`config.mk`:
```
export PLATFORM = sky130hd
export DESIGN_NAME = uart_program_loader_flat
export DESIGN_NICKNAME = d
export VERILOG_FILES = /design/src/rtl/uart_program_loader_if.sv /design/src/rtl/uart_program_loader.sv /design/src/flat_wrapper.sv
export SDC_FILE = /design/constraint.sdc
export NUM_CORES = 1
export LEC_CHECK = 0
export CORE_MARGIN = 2
export CORE_UTILIZATION = 35
export CTS_CLUSTER_SIZE = 8
export DETAILED_ROUTE_END_ITERATION = 8
export SETUP_SLACK_MARGIN = 0.15
export SYNTH_ARGS = -nofsm -noshare
export SYNTH_HDL_FRONTEND = slang
export SYNTH_SLANG_ARGS = --single-unit
```
`constraint.sdc`:
```
create_clock -name clk -period 2.33 [get_ports clk]
set_input_delay 0.466 -clock clk [delete_from_list [all_inputs] [get_ports clk]]
set_output_delay 0.466 -clock clk [all_outputs]
set_load 0.005 [all_outputs]
```
`src/rtl/uart_program_loader_if.sv`:
```
// Instruction-memory write port shared by the program loader and the memory.
//   imem_we   : one-cycle write strobe, one pulse per 32-bit word
//   imem_addr : byte address, always word aligned (the memory uses A>>2)
//   imem_wd   : write data
// master modport drives the port (the loader); slave modport receives it (the memory).
interface uart_program_loader_if;
    logic        imem_we;
    logic [9:0]  imem_addr;
    logic [31:0] imem_wd;

    modport master (output imem_we, output imem_addr, output imem_wd);
    modport slave  (input  imem_we, input  imem_addr, input  imem_wd);
endinterface

```
`src/rtl/uart_program_loader.sv`:
```
// Boot loader: receives a program image over UART (8N1, LSB first) and writes it
// word by word into the instruction memory, holding the core in reset until a
// complete image with a matching XOR checksum has been loaded.
// Frame: A5, LEN_LO, LEN_HI, 4*N data bytes (little-endian words), CHK.
// Ports:
//   clk         system clock, rising edge
//   reset       synchronous active-high reset
//   i_rx        UART receive line (asynchronous, idle high)
//   imem        instruction-memory write port (master side)
//   o_cpu_reset reset request to the core, high until a valid image is loaded
//   o_load_done high once an image has loaded and passed its checksum
//   o_frame_err sticky error flag, cleared by the next 0xA5 sync byte
//
// Loader FSM:
//   state    | meaning
//   L_IDLE   | waiting for 0xA5 sync, other bytes ignored
//   L_LEN_LO | waiting for word count low byte
//   L_LEN_HI | waiting for word count high byte, length checked here
//   L_DATA   | receiving data bytes, writing a word every 4th byte
//   L_CHK    | waiting for checksum byte
//   L_DONE   | image valid, core released; 0xA5 starts a reload
//   L_ERROR  | frame rejected, core held; 0xA5 starts a new frame
module uart_program_loader #(
    parameter int CLKS_PER_BIT = 868,
    parameter int MAX_WORDS    = 256
) (
    input  logic                   clk,
    input  logic                   reset,
    input  logic                   i_rx,
    uart_program_loader_if.master  imem,
    output logic                   o_cpu_reset,
    output logic                   o_load_done,
    output logic                   o_frame_err
);

    localparam int CW = $clog2(CLKS_PER_BIT);
    localparam logic [CW-1:0] BIT_LAST  = CW'(CLKS_PER_BIT - 1);
    localparam logic [CW-1:0] HALF_LAST = CW'(CLKS_PER_BIT / 2 - 1);
    localparam logic [7:0]    SYNC_BYTE = 8'hA5;

    // ---------------- rx synchronizer and edge detect ----------------
    logic r_rx_meta, r_rx_sync, r_rx_prev;
    logic w_rx_fall;

    always_ff @(posedge clk) begin
        if (reset) begin
            r_rx_meta <= 1'b1;
            r_rx_sync <= 1'b1;
            r_rx_prev <= 1'b1;
        end else begin
            r_rx_meta <= i_rx;
            r_rx_sync <= r_rx_meta;
            r_rx_prev <= r_rx_sync;
        end
    end

    assign w_rx_fall = r_rx_prev & ~r_rx_sync;

    // ---------------- UART receiver ----------------
    typedef enum logic [1:0] {U_IDLE, U_START, U_DATA, U_STOP} uart_state_t;

    uart_state_t   r_u_state, w_u_state_n;
    logic [CW-1:0] r_cnt, w_cnt_n;
    logic [2:0]    r_bit_idx, w_bit_idx_n;
    logic [7:0]    r_shift, w_shift_n;
    logic          r_byte_valid, w_byte_valid_n;
    logic          r_byte_ferr, w_byte_ferr_n;
    logic [7:0]    r_byte, w_byte_n;

    always_ff @(posedge clk) begin
        if (reset) begin
            r_u_state    <= U_IDLE;
            r_cnt        <= '0;
            r_bit_idx    <= '0;
            r_shift      <= '0;
            r_byte_valid <= 1'b0;
            r_byte_ferr  <= 1'b0;
            r_byte       <= '0;
        end else begin
            r_u_state    <= w_u_state_n;
            r_cnt        <= w_cnt_n;
            r_bit_idx    <= w_bit_idx_n;
            r_shift      <= w_shift_n;
            r_byte_valid <= w_byte_valid_n;
            r_byte_ferr  <= w_byte_ferr_n;
            r_byte       <= w_byte_n;
        end
    end

    always_comb begin
        w_u_state_n    = r_u_state;
        w_cnt_n        = r_cnt;
        w_bit_idx_n    = r_bit_idx;
        w_shift_n      = r_shift;
        w_byte_valid_n = 1'b0;
        w_byte_ferr_n  = 1'b0;
        w_byte_n       = r_byte;
        case (r_u_state)
            U_IDLE: begin
                if (w_rx_fall) begin
                    w_u_state_n = U_START;
                    w_cnt_n     = HALF_LAST;
                end
            end
            U_START: begin
                if (r_cnt == '0) begin
                    // Line back high at mid start bit: treat the edge as a glitch.
                    if (r_rx_sync) begin
                        w_u_state_n = U_IDLE;
                    end else begin
                        w_u_state_n = U_DATA;
                        w_cnt_n     = BIT_LAST;
                        w_bit_idx_n = '0;
                    end
                end else begin
                    w_cnt_n = r_cnt - 1'b1;
                end
            end
            U_DATA: begin
                if (r_cnt == '0) begin
                    w_shift_n   = {r_rx_sync, r_shift[7:1]};
                    w_cnt_n     = BIT_LAST;
                    w_bit_idx_n = r_bit_idx + 3'd1;
                    if (r_bit_idx == 3'd7) begin
                        w_u_state_n = U_STOP;
                    end
                end else begin
                    w_cnt_n = r_cnt - 1'b1;
                end
            end
            U_STOP: begin
                if (r_cnt == '0) begin
                    w_u_state_n    = U_IDLE;
                    w_byte_n       = r_shift;
                    w_byte_valid_n = r_rx_sync;
                    w_byte_ferr_n  = ~r_rx_sync;
                end else begin
                    w_cnt_n = r_cnt - 1'b1;
                end
            end
            default: w_u_state_n = U_IDLE;
        endcase
    end

    // ---------------- Loader FSM ----------------
    typedef enum logic [2:0] {
        L_IDLE, L_LEN_LO, L_LEN_HI, L_DATA, L_CHK, L_DONE, L_ERROR
    } load_state_t;

    load_state_t r_l_state, w_l_state_n;
    logic [7:0]  r_len_lo, w_len_lo_n;
    logic [8:0]  r_num_words, w_num_words_n;
    logic [8:0]  r_index, w_index_n;
    logic [1:0]  r_byte_cnt, w_byte_cnt_n;
    logic [7:0]  r_chk, w_chk_n;
    logic [31:0] r_word, w_word_n;
    logic        r_we, w_we_n;
    logic [9:0]  r_addr, w_addr_n;
    logic [31:0] r_wd, w_wd_n;
    logic        r_cpu_reset, w_cpu_reset_n;
    logic        r_load_done, w_load_done_n;
    logic        r_frame_err, w_frame_err_n;

    logic [15:0] w_len;
    logic [8:0]  w_index_inc;
    logic        w_is_sync;

    assign w_len       = {r_byte, r_len_lo};
    assign w_index_inc = r_index + 9'd1;
    assign w_is_sync   = r_byte_valid && (r_byte == SYNC_BYTE);

    always_ff @(posedge clk) begin
        if (reset) begin
            r_l_state   <= L_IDLE;
            r_len_lo    <= '0;
            r_num_words <= '0;
            r_index     <= '0;
            r_byte_cnt  <= '0;
            r_chk       <= '0;
            r_word      <= '0;
            r_we        <= 1'b0;
            r_addr      <= '0;
            r_wd        <= '0;
            r_cpu_reset <= 1'b1;
            r_load_done <= 1'b0;
            r_frame_err <= 1'b0;
        end else begin
            r_l_state   <= w_l_state_n;
            r_len_lo    <= w_len_lo_n;
            r_num_words <= w_num_words_n;
            r_index     <= w_index_n;
            r_byte_cnt  <= w_byte_cnt_n;
            r_chk       <= w_chk_n;
            r_word      <= w_word_n;
            r_we        <= w_we_n;
            r_addr      <= w_addr_n;
            r_wd        <= w_wd_n;
            r_cpu_reset <= w_cpu_reset_n;
            r_load_done <= w_load_done_n;
            r_frame_err <= w_frame_err_n;
        end
    end

    always_comb begin
        w_l_state_n   = r_l_state;
        w_len_lo_n    = r_len_lo;
        w_num_words_n = r_num_words;
        w_index_n     = r_index;
        w_byte_cnt_n  = r_byte_cnt;
        w_chk_n       = r_chk;
        w_word_n      = r_word;
        w_we_n        = 1'b0;
        w_addr_n      = r_addr;
        w_wd_n        = r_wd;
        w_cpu_reset_n = r_cpu_reset;
        w_load_done_n = r_load_done;
        w_frame_err_n = r_frame_err;

        case (r_l_state)
            L_IDLE, L_DONE, L_ERROR: begin
                // A sync byte starts a (re)load from any resting state.
                if (w_is_sync) begin
                    w_l_state_n   = L_LEN_LO;
                    w_index_n     = '0;
                    w_byte_cnt_n  = '0;
                    w_chk_n       = '0;
                    w_cpu_reset_n = 1'b1;
                    w_load_done_n = 1'b0;
                    w_frame_err_n = 1'b0;
                end
            end
            L_LEN_LO: begin
                if (r_byte_valid) begin
                    w_len_lo_n  = r_byte;
                    w_l_state_n = L_LEN_HI;
                end
            end
            L_LEN_HI: begin
                if (r_byte_valid) begin
                    w_num_words_n = w_len[8:0];
                    if (32'(w_len) > 32'(MAX_WORDS)) begin
                        w_l_state_n   = L_ERROR;
                        w_frame_err_n = 1'b1;
                    end else if (w_len == 16'd0) begin
                        w_l_state_n = L_CHK;
                    end else begin
                        w_l_state_n = L_DATA;
                    end
                end
            end
            L_DATA: begin
                if (r_byte_valid) begin
                    // Bytes enter at the top so byte 0 ends up in bits [7:0].
                    w_word_n     = {r_byte, r_word[31:8]};
                    w_chk_n      = r_chk ^ r_byte;
                    w_byte_cnt_n = r_byte_cnt + 2'd1;
                    if (r_byte_cnt == 2'd3) begin
                        w_we_n    = 1'b1;
                        w_addr_n  = {r_index[7:0], 2'b00};
                        w_wd_n    = w_word_n;
                        w_index_n = w_index_inc;
                        if (w_index_inc == r_num_words) begin
                            w_l_state_n = L_CHK;
                        end
                    end
                end
            end
            L_CHK: begin
                if (r_byte_valid) begin
                    if (r_byte == r_chk) begin
                        w_l_state_n   = L_DONE;
                        w_load_done_n = 1'b1;
                        w_cpu_reset_n = 1'b0;
                    end else begin
                        w_l_state_n   = L_ERROR;
                        w_frame_err_n = 1'b1;
                    end
                end
            end
            default: w_l_state_n = L_IDLE;
        endcase

        // Framing errors abort a frame in progress; resting states ignore them.
        if (r_byte_ferr && (r_l_state != L_IDLE) && (r_l_state != L_DONE)) begin
            w_l_state_n   = L_ERROR;
            w_frame_err_n = 1'b1;
            w_cpu_reset_n = 1'b1;
            w_load_done_n = 1'b0;
            w_we_n        = 1'b0;
        end
    end

    assign imem.imem_we   = r_we;
    assign imem.imem_addr = r_addr;
    assign imem.imem_wd   = r_wd;
    assign o_cpu_reset    = r_cpu_reset;
    assign o_load_done    = r_load_done;
    assign o_frame_err    = r_frame_err;

endmodule

```
`src/flat_wrapper.sv`:
```
// flat-port wrapper written by rule: the top's interface ports become plain ports
module uart_program_loader_flat 
#(
    parameter int CLKS_PER_BIT = 868,
    parameter int MAX_WORDS    = 256
)
  (clk, reset, i_rx, o_cpu_reset, o_load_done, o_frame_err, imem_imem_we, imem_imem_addr, imem_imem_wd);
  uart_program_loader_if imem_i ();
  input  logic clk;
  input  logic reset;
  input  logic i_rx;
  output logic o_cpu_reset;
  output logic o_load_done;
  output logic o_frame_err;
  output wire logic [$bits(imem_i.imem_we)-1:0] imem_imem_we;
  output wire logic [$bits(imem_i.imem_addr)-1:0] imem_imem_addr;
  output wire logic [$bits(imem_i.imem_wd)-1:0] imem_imem_wd;
  assign imem_imem_we = imem_i.imem_we;
  assign imem_imem_addr = imem_i.imem_addr;
  assign imem_imem_wd = imem_i.imem_wd;
  uart_program_loader #(.CLKS_PER_BIT(CLKS_PER_BIT), .MAX_WORDS(MAX_WORDS)) u_core (.clk(clk), .reset(reset), .i_rx(i_rx), .imem(imem_i), .o_cpu_reset(o_cpu_reset), .o_load_done(o_load_done), .o_frame_err(o_frame_err));
endmodule
```
==> results.py <==
metrics = {
    "global_route": {
        "grt_overflow_total": 0,
        "antenna_found_initial": 0,
        "grt_pass1_vias": 5167,
        "grt_max_degree": 88,
        "grt_pass1_wl_microns": 25830,
        "grt_use_total_pct": 16.16,
    },
    "worst_setup_path": {
        "cp.depth": 9,
        "crit_type": "register to register",
        "cp_slowest_cell": "or4b_4",
        "startpoint_type": "register",
        "end_kind": "register",
        "crit_chain": "inv_2 -> ha_4 -> or4b_4 -> buf_6 -> nor4_4 -> a31o_2 -> nor2_4 -> a21oi_2 -> a311oi_1",
        "reg2reg_depth": 9,
        "worst-path-buf-inv": 2,
        "critPathMaxStageDelay_ps": 460,
        "r2r_setup_slack_ps": 120,
        "arrival_ps": 2500,
        "critPathTopFamily": "simple AND/OR/NAND/NOR gates",
        "path_max_fanout": 4,
        "cp_data_required_time_ps": 2620,
    },
    "min_path": {
        "hold_depth": 1,
        "hold_path_class": "register to register",
    },
    "timing": {
        "setup_viol": 0,
        "hold_viol_final": 0,
        "rsz0062_at_grt": "true",
        "hold_slack_ps": 421.5,
        "relSlewSlack_pct": 57.44,
        "slew_violations": 0,
        "clock_skew_ps": 12.01,
        "min_period_over_period_pct": 95.05,
        "final.min_clock_period_ps": 2215,
        "tightest_slew_ps": 636.1,
        "fmax_ghz": 0.4516,
        "fin_tns_setup_ps": 0,
    },
    "drt": {
        "wl_per_cell_microns": 13.96,
        "dr.pass1.iters": 7,
        "drcViolationCount": 0,
        "via_count": 5727,
        "vias_per_cell": 5.132,
        "ant_nets": 0,
        "drt-total-wl_microns": 15580,
        "drtIter0Drc": 366,
    },
    "clock_tree": {
        "insertion_delay_ps": 430,
        "clkTransAtPathRegs_ps": 60,
        "cts.sink_count": 143,
        "cts_tree": "done",
        "h-tree-depth": 4,
        "cts-root-buf": "clkbuf_16",
        "clk_path_buf_depth": 2,
        "cts_buffers": 17,
    },
    "outcome": {
        "status": "complete, no violations",
    },
    "yosys": {
        "synth_area_leaders": "dfxtp_1 45%, nand2_1 14%, a21oi_1 10%",
        "synth_flop_cell": "dfxtp_1",
        "ys_seq_area_share_pct": 44.99,
        "syn_inst": 831,
        "synth.largest_area_cell": "dfxtp_1",
        "syn-cell-area_sq_mm": 0.006364,
        "synth.top_cell.area_share_pct": 44.99,
        "async_flop_share_pct": 0,
        "synth_edf_count": 0,
        "synth_seq_cells": 143,
        "syn_avg_cell_area_sq_um": 7.658,
        "synthDistinctLibCells": 69,
        "yosys_warnings": 0,
    },
    "finish": {
        "final_common_cell": "nand2_1",
        "drive_gt1_share_pct": 12.40,
        "final_cell_area_sq_mm": 0.007934,
        "nets": 886,
        "multi_input_area_sq_mm": 0.003316,
        "nFillCells": 1839,
        "ff_latch_area_sq_mm": 0.002867,
        "antenna_cells": 0,
        "final_cell_mix": "228 x nand2_1, 140 x dfxtp_1, 129 x a21oi_1, 45 x clkdlybuf4s50_1, 43 x nor2_1",
        "area_delta_synth_final_pct": 24.68,
        "post-route-util_pct": 44.32,
    },
    "place": {
        "routabilityCongestion": 0.8807,
        "dpl_cell_area_sq_mm": 0.007118,
        "port_buffers": 46,
        "place.detailed.hpwl_microns": 10100,
    },
    "floorplan": {
        "die_h_microns": 138.8,
        "ios": 49,
        "start_util_pct": 35.55,
        "core-area_sq_mm": 0.01790,
        "dieArea_sq_mm": 0.01928,
        "rows": 49,
        "die_w_microns": 138.8,
    },
    "run": {
        "maxCapViolations": 0,
    },
    "power": {
        "total_power_mw": 6.865,
        "ir_drop_mv": 0.5445,
        "power.leakage_nw": 2.715,
        "power_density_mw_per_mm2": 865.3,
    },
}
-- state kept, by name, summed over array words and instances (netlist names), 2 cells and up, named ones only --
| signal | flops |
|---|---|
| u_core.r_word | 24 |
| u_core.imem.imem_addr | 8 |
| u_core.r_chk | 8 |
| u_core.r_l_state | 3 |
| u_core.r_byte_cnt | 2 |
| u_core.r_bit_idx | 3 |
| u_core.r_index | 9 |
| u_core.r_len_lo | 8 |
| u_core.r_shift | 8 |
| u_core.imem.imem_wd | 32 |
| u_core.r_byte | 8 |
| u_core.r_cnt | 10 |
| u_core.r_num_words | 9 |
-- routing by layer --
layer | routed length (microns) | global-route usage, % | part of all wire [%]
met5 | 0 | 0 | 0
met4 | 205 | 6.007 | 1.3
met3 | 501 | 3.142 | 3.2
met2 | 7121 | 25.30 | 46
met1 | 7747 | 22.17 | 50
-- Yosys cell counts (2+ instances only) --
cell / n
buf_2: 6
nand4b_1: 3
o21ai_1: 5
o2111ai_1: 2
or3_1: 5
clkbuf_1: 45
a311oi_1: 5
nor2_1: 44
a21oi_1: 133
or2_2: 2
a31oi_1: 11
a22oi_1: 3
nand2_1: 230
nor3_1: 14
nand3b_1: 2
buf_4: 3
or4_1: 5
nor2b_1: 19
inv_1: 15
a21o_1: 5
o31ai_1: 3
a211oi_1: 4
xnor2_1: 6
nand3_1: 11
ha_1: 9
and3_1: 5
dfxtp_1: 143
nand2b_1: 3
a2111oi_0: 2
o21ai_0: 23
a31o_2: 2
and2_1: 5
o211ai_1: 2
a221oi_1: 4
xor2_1: 3
nor3b_1: 2
nand4_1: 8
nor4_1: 4
buf_1: 5
-- worst reg2reg max path, stage by stage, from the launching register on --
cell and delay, ps:
dfxtp_2 340, inv_2 70, ha_4 120, or4b_4 460, buf_6 150, nor4_4 360
a31o_2 290, nor2_4 70, a21oi_2 160, a311oi_1 50
-- final timing paths --
path                           startpoint                            to
min           u_core.r_rx_meta$_SDFF_PP1_   u_core.r_rx_sync$_SDFF_PP1_
max reg2reg  u_core.r_cnt[0]$_SDFFE_PP0P_  u_core.r_cnt[6]$_SDFFE_PP0P_
max          u_core.r_cnt[0]$_SDFFE_PP0P_  u_core.r_cnt[6]$_SDFFE_PP0P_
min reg2reg   u_core.r_rx_meta$_SDFF_PP1_   u_core.r_rx_sync$_SDFF_PP1_
-- power breakdown --
part	switching (mW)	internal, mW
Combinational	0.775	0.533
Clock	1.11	1.85
Sequential	0.0918	2.51
Total	1.98	4.89
-- through the flow --
step	instances	setup WS, ps
2_1_floorplan	832	200.5
3_3_place_gp	1078	130.7
3_5_place_dp	1078	54.45
4_1_cts	1112	168.2
5_1_grt	1116	49.72
6_report	1116	115.4
-- final cells by class --
type / count / area share [%]
multi-input combinational: 614 / 41.79
sequential: 143 / 36.13
timing repair buffer: 83 / 9.636
clock buffer: 19 / 5.583
tap: 229 / 3.611
clock inverter: 13 / 2.539
inverter: 15 / 0.7097
-- timing repair --
item,CTS,global route
setup buffers,2,4
endpoints found under the setup margin,27,40
endpoints found under the hold margin,0,0
pin swaps,3,12
hold buffers,0,0
gates resized for setup,6,26
-- cell families after synthesis --
family	count (synthesis)	share of synthesized area, %
DFF	143	44.99
adders and majority gates	9	1.770
and+or+nand+nor	374	26.90
xor gates and xnor gates	9	1.239
buffers and inverters	75	4.837
other	1	0.05893
AOI/OAI and AO/OA	220	20.21
(Power assumes the default switching activity.)
